File: src/rtl/cpu_pipe_pkg.sv
// Shared widths, control-bit positions and the EX/MEM payload layout for the CPU pipeline.
package cpu_pipe_pkg;

  localparam int DATA_W = 32;
  localparam int REG_AW = 5;
  localparam int WB_W   = 2;
  localparam int M_W    = 2;

  localparam int WB_REGWRITE = 0;
  localparam int M_MEMREAD   = 0;
  localparam int M_MEMWRITE  = 1;

  // Field order matches the concatenation used inside ex_mem_stage.
  typedef struct packed {
    logic [WB_W-1:0]   wb;
    logic [M_W-1:0]    m;
    logic [DATA_W-1:0] alu;
    logic [DATA_W-1:0] store;
    logic [REG_AW-1:0] rd;
  } ex_mem_payload_t;

endpackage

File: src/rtl/pipe_skid_buf.sv
// Generic two-slot skid buffer: an output slot plus one skid slot, with a synchronous flush.
//
// Handshake: a beat moves on a rising edge when valid and ready are both high in the
// preceding cycle. in_ready_o is a register output (!skid_valid) and has no
// combinational path from out_ready_i. Once out_valid_o is high, out_data_o stays
// stable until the beat is taken.
module pipe_skid_buf #(
  parameter int PAYLOAD_W = 8
) (
  input  logic                 clk_i,
  input  logic                 rst_i,
  input  logic                 flush_i,
  input  logic                 in_valid_i,
  output logic                 in_ready_o,
  input  logic [PAYLOAD_W-1:0] in_data_i,
  output logic                 out_valid_o,
  input  logic                 out_ready_i,
  output logic [PAYLOAD_W-1:0] out_data_o
);

  logic                 out_valid_q;
  logic                 skid_valid_q;
  logic [PAYLOAD_W-1:0] out_data_q;
  logic [PAYLOAD_W-1:0] skid_data_q;
  logic                 accept;
  logic                 drain;

  assign in_ready_o  = !skid_valid_q;
  assign accept      = in_valid_i && in_ready_o;
  assign drain       = out_valid_q && out_ready_i;
  assign out_valid_o = out_valid_q;
  assign out_data_o  = out_data_q;

  always_ff @(posedge clk_i or negedge rst_i) begin
    if (!rst_i) begin
      out_valid_q  <= 1'b0;
      skid_valid_q <= 1'b0;
      out_data_q   <= '0;
      skid_data_q  <= '0;
    end else if (flush_i) begin
      // Flush wins over accept and drain; payload registers are left as they are.
      out_valid_q  <= 1'b0;
      skid_valid_q <= 1'b0;
    end else if (!out_valid_q) begin
      if (accept) begin
        out_valid_q <= 1'b1;
        out_data_q  <= in_data_i;
      end
    end else if (drain) begin
      if (skid_valid_q) begin
        // in_ready_o is low while the skid is full, so no accept can race this move.
        out_data_q   <= skid_data_q;
        skid_valid_q <= 1'b0;
      end else if (accept) begin
        out_data_q <= in_data_i;
      end else begin
        out_valid_q <= 1'b0;
      end
    end else if (accept) begin
      skid_valid_q <= 1'b1;
      skid_data_q  <= in_data_i;
    end
  end

endmodule

File: src/rtl/ex_mem_stage.sv
// EX/MEM pipeline register with valid/ready skid buffering, flush, bubble gating of the
// MEM/WB controls, and the MEM-stage destination register export for forwarding.
module ex_mem_stage
  import cpu_pipe_pkg::*;
#(
  parameter int DATA_W = cpu_pipe_pkg::DATA_W,
  parameter int REG_AW = cpu_pipe_pkg::REG_AW,
  parameter int WB_W   = cpu_pipe_pkg::WB_W,
  parameter int M_W    = cpu_pipe_pkg::M_W
) (
  input  logic              clk_i,
  input  logic              rst_i,
  input  logic              flush_i,
  input  logic              in_valid_i,
  output logic              in_ready_o,
  input  logic [WB_W-1:0]   WB_i,
  input  logic [M_W-1:0]    M_i,
  input  logic [DATA_W-1:0] ALUResult_i,
  input  logic [DATA_W-1:0] store_data_i,
  input  logic [REG_AW-1:0] rd_i,
  output logic              out_valid_o,
  input  logic              out_ready_i,
  output logic [WB_W-1:0]   WB_o,
  output logic              MemRead_o,
  output logic              MemWrite_o,
  output logic [DATA_W-1:0] Address_o,
  output logic [DATA_W-1:0] Write_data_o,
  output logic [REG_AW-1:0] rd_o,
  output logic [REG_AW-1:0] fwd_rd_o
);

  localparam int PAYLOAD_W = WB_W + M_W + 2 * DATA_W + REG_AW;

  logic [PAYLOAD_W-1:0] in_payload;
  logic [PAYLOAD_W-1:0] out_payload;
  logic                 out_valid;
  logic [WB_W-1:0]      wb_q;
  logic [M_W-1:0]       m_q;
  logic [DATA_W-1:0]    alu_q;
  logic [DATA_W-1:0]    store_q;
  logic [REG_AW-1:0]    rd_q;

  assign in_payload = {WB_i, M_i, ALUResult_i, store_data_i, rd_i};

  pipe_skid_buf #(
    .PAYLOAD_W (PAYLOAD_W)
  ) u_skid (
    .clk_i       (clk_i),
    .rst_i       (rst_i),
    .flush_i     (flush_i),
    .in_valid_i  (in_valid_i),
    .in_ready_o  (in_ready_o),
    .in_data_i   (in_payload),
    .out_valid_o (out_valid),
    .out_ready_i (out_ready_i),
    .out_data_o  (out_payload)
  );

  assign {wb_q, m_q, alu_q, store_q, rd_q} = out_payload;

  // Controls are gated so a bubble or flushed slot can never write memory or the register file.
  assign out_valid_o  = out_valid;
  assign WB_o         = out_valid ? wb_q : '0;
  assign MemRead_o    = m_q[M_MEMREAD] & out_valid;
  assign MemWrite_o   = m_q[M_MEMWRITE] & out_valid;
  assign Address_o    = alu_q;
  assign Write_data_o = store_q;
  assign rd_o         = rd_q;
  assign fwd_rd_o     = (out_valid && wb_q[WB_REGWRITE]) ? rd_q : '0;

endmodule
File: config.mk
export PLATFORM = sky130hd
export DESIGN_NAME = ex_mem_stage
export DESIGN_NICKNAME = d
export VERILOG_FILES = /design/src/rtl/cpu_pipe_pkg.sv /design/src/rtl/pipe_skid_buf.sv /design/src/rtl/ex_mem_stage.sv
export SDC_FILE = /design/constraint.sdc
export NUM_CORES = 1
export LEC_CHECK = 0
export BUFFER_PORTS_ARGS = -buffer_cell sky130_fd_sc_hd__buf_2
export CELL_PAD_IN_SITES_DETAIL_PLACEMENT = 1
export CELL_PAD_IN_SITES_GLOBAL_PLACEMENT = 1
export CORE_MARGIN = 3
export CORE_UTILIZATION = 49
export CTS_BUF_LIST = sky130_fd_sc_hd__clkbuf_4 sky130_fd_sc_hd__clkbuf_8
export DETAILED_ROUTE_END_ITERATION = 8
export GPL_ROUTABILITY_DRIVEN = 1
export PLACE_DENSITY_LB_ADDON = 0.3
export SLEW_MARGIN = 25
export SYNTH_ARGS = -nofsm -noshare
export SYNTH_HDL_FRONTEND = slang
export SYNTH_SLANG_ARGS = --single-unit
File: constraint.sdc
create_clock -name clk_i -period 3 [get_ports clk_i]
set_clock_uncertainty 0.05 [all_clocks]
set_input_delay 0.6 -clock clk_i [delete_from_list [all_inputs] [get_ports clk_i]]
set_output_delay 0.6 -clock clk_i [all_outputs]
set_load 0.1 [all_outputs]
==> flow_summary.json <==
{
  "antenna_found_initial": 1,
  "dp.cells": 730,
  "grt_start_max_net_pins": 78,
  "wl_per_cell_um": 20.53,
  "grt_pass1_wl_mm": 25.65,
  "p_sw_share_pct": 41.96,
  "p_switching_mw": 2.916,
  "critPathMaxFanout": 17,
  "yosysWarnings": 0,
  "maxCapViolations": 0,
  "grt_pass1_vias": 4889,
  "max_stage_delay_ns": 0.80,
  "multiInputGateArea_sq_um": 2520,
  "die_h_um": 125.2,
  "cts.path.max_buffers": 2,
  "num_antenna_cells": 0,
  "tightest_slew_ns": 0.9913,
  "wl_mm": 15.62,
  "finalPower_mw": 6.949,
  "synth_area_per_cell_sq_um": 14.04,
  "synth_edf_count": 0,
  "hp-class": "input port to async pin",
  "synthTopCellsByCount": "dfrtp_1 (148), buf_4 (75), mux2_2 (73), o22ai_1 (73), a2bb2oi_2 (70)",
  "clk_latency_ns": 0.43,
  "synthArstFlopShare_pct": 100.0,
  "start_util_pct": 51.38,
  "port_buffers": 157,
  "nFillCells": 1357,
  "drive_gt1_share_pct": 58.97,
  "intPower_mw": 4.034,
  "gp_congestion": 0.7196,
  "postRouteAntennaNets": 0,
  "yosysTopAreaCell": "dfrtp_1",
  "core_sq_um": 13560,
  "leakage_nw": 3.430,
  "vias_per_cell": 5.731,
  "clock.fmax_mhz": 386.4,
  "drc": 0,
  "dp_hpwl_mm": 10.22,
  "first_pass_iters": 4,
  "cts.sinks": 148,
  "hold_viol_final": 0,
  "route.vias.total": 4361,
  "fin_setup_tns_ns": 0,
  "dieArea_sq_um": 15680,
  "yosys-top-cells-area": "dfrtp_1 (53%), a2bb2oi_2 (15%), mux2_2 (12%)",
  "crit_type": "flip-flop to output port",
  "pre_cts_slack_ns": 0.6233,
  "first_iter_violations": 207,
  "rsz0062_at_grt": "no",
  "ctsHoldBuffers": 0,
  "seq_area_frac_synth_pct": 53.17,
  "htreeDepth": 4,
  "power-per-cell-area_nw_per_um2": 897.1,
  "arrival_ns": 1.94,
  "p_clk_share_pct": 22.4,
  "clkTransAtPathRegs_ns": 0.08,
  "cts-root-buf": "clkbuf_8",
  "crit_chain": "and3_1, buf_2",
  "synth-main-ff-cell": "dfrtp_1",
  "yosysUniqueCellTypes": 21,
  "synth_top_area_share_pct": 53.17,
  "slew_viol_final": 0,
  "cts_tree": "yes",
  "numCtsBuffers": 17,
  "seq_area_sq_um": 3704,
  "layout_setup_ws_ns": 0.4122,
  "syn_to_final_growth_pct": 11.21,
  "peakVddDrop_mv": 0.4623,
  "start_kind": "flip-flop",
  "crit_path_end_kind": "output port",
  "syn_nets": 574,
  "synth_seq_cells": 148,
  "fin_crit_sh_pct": 86.26,
  "slowest_stage": "dfrtp_1",
  "fin_nets": 651,
  "synth_area_sq_um": 6965,
  "rows": 42,
  "post-cts-setup-buffers": 0,
  "critPathRequiredTime_ns": 2.35,
  "grt-ovfl-total": 0,
  "run_status": "finished, final reports clean",
  "combPwrFrac_pct": 37.6,
  "setup_viol": 0,
  "seqPwrFrac_pct": 39.9,
  "ios": 158,
  "grt_use_total_pct": 20.46,
  "ctsResizeCount": 0,
  "fin_crit_ns": 2.588,
  "fin_cells": 761,
  "yosys.cell_count.top_type": "dfrtp_1",
  "max-slew-margin-rel_pct": 33.91,
  "die_w_um": 125.2,
  "syn_inst": 496
}
==> critical path, delay by kind of cell, from the launching register on <==
| kind | cells | cell delay (ns) |
|---|---|---|
| buf+inv | 1 | 0.43 |
| flops | 1 | 0.80 |
| simple gates | 1 | 0.27 |
==> logic make-up (layout without fill, tap and decap cells) <==
family | after synthesis | after routing | synth area share (%)
mux | 73 | 73 | 11.80
simple gates | 13 | 13 | 1.311
buf+inv | 110 | 199 | 10.92
compound gates | 152 | 152 | 22.80
flops | 148 | 148 | 53.17
==> placed cells by master, fill, tap and decap left out, drive strengths merged <==
cell / count
buf: 166
a2bb2oi: 73
bufinv: 3
clkinvlp: 2
a221oi: 1
mux2: 73
and2: 4
nand2: 1
o22ai: 73
clkbuf: 20
o21ai: 1
inv: 2
dfrtp: 148
clkinv: 6
nor3: 1
nand3: 1
a211oi: 1
and3: 5
a21oi: 3
nand2b: 1
==> worst paths after layout <==
check,startpoint,end,slack [ns],cells past startpoint
max,u_skid.out_valid_o,fwd_rd_o[2],0.41,2
min,rst_i,u_skid.skid_data_q[24],0.02,1
max reg2reg,u_skid.out_valid_o,u_skid.skid_data_q[7],0.82,3
min reg2reg,u_skid.skid_data_q[35],u_skid.skid_data_q[35],0.46,1
max in group asynchronous,rst_i,u_skid.out_data_o[7],2.13,2
min in group clk_i,out_ready_i,u_skid.skid_valid_q,0.33,2
==> registers in the layout, summed over array words and instances (netlist names) <==
name / flops
u_skid.out_data_o: 73
u_skid.skid_valid_q: 1
u_skid.out_valid_o: 1
u_skid.skid_data_q: 73
==> power groups by stage <==
stage	Combinational [mW]	Clock [mW]	Sequential, mW
2_1_floorplan	2.49	0	2.71
4_1_cts	2.64	1.60	2.77
5_1_grt	2.72	1.71	2.83
6_report	2.62	1.56	2.77
3_5_place_dp	2.64	0	2.81
3_3_place_gp	2.58	0	2.77
==> per-layer routing <==
metal	up-vias	track usage (%)	routed length, um
li1	1958	-	-
met1	2258	25.38	6839
met2	121	34.93	7805
met3	22	5.075	742
met4	2	7.334	219
met5	-	0	13
==> final cells by class <==
type	instances	area share (%)
repair buffers	166	11.58
flip-flops and latches	148	47.81
clock buffers	20	3.392
clock inverters	11	1.744
inverters	2	0.09691
multi-input cells	238	32.53
well taps	176	2.843
==> through the flow <==
stage	cell area, sq um	hold slack (ns)	util (%)
after floorplan	6965	0.2544	-
after global placement	7348	0.4379	54.20
after detailed placement	7348	0.4458	54.20
after CTS	7746	0.006348	57.13
after global routing	7746	0.007936	57.13
final	7746	0.01856	57.13
(Power assumes the default switching activity.)
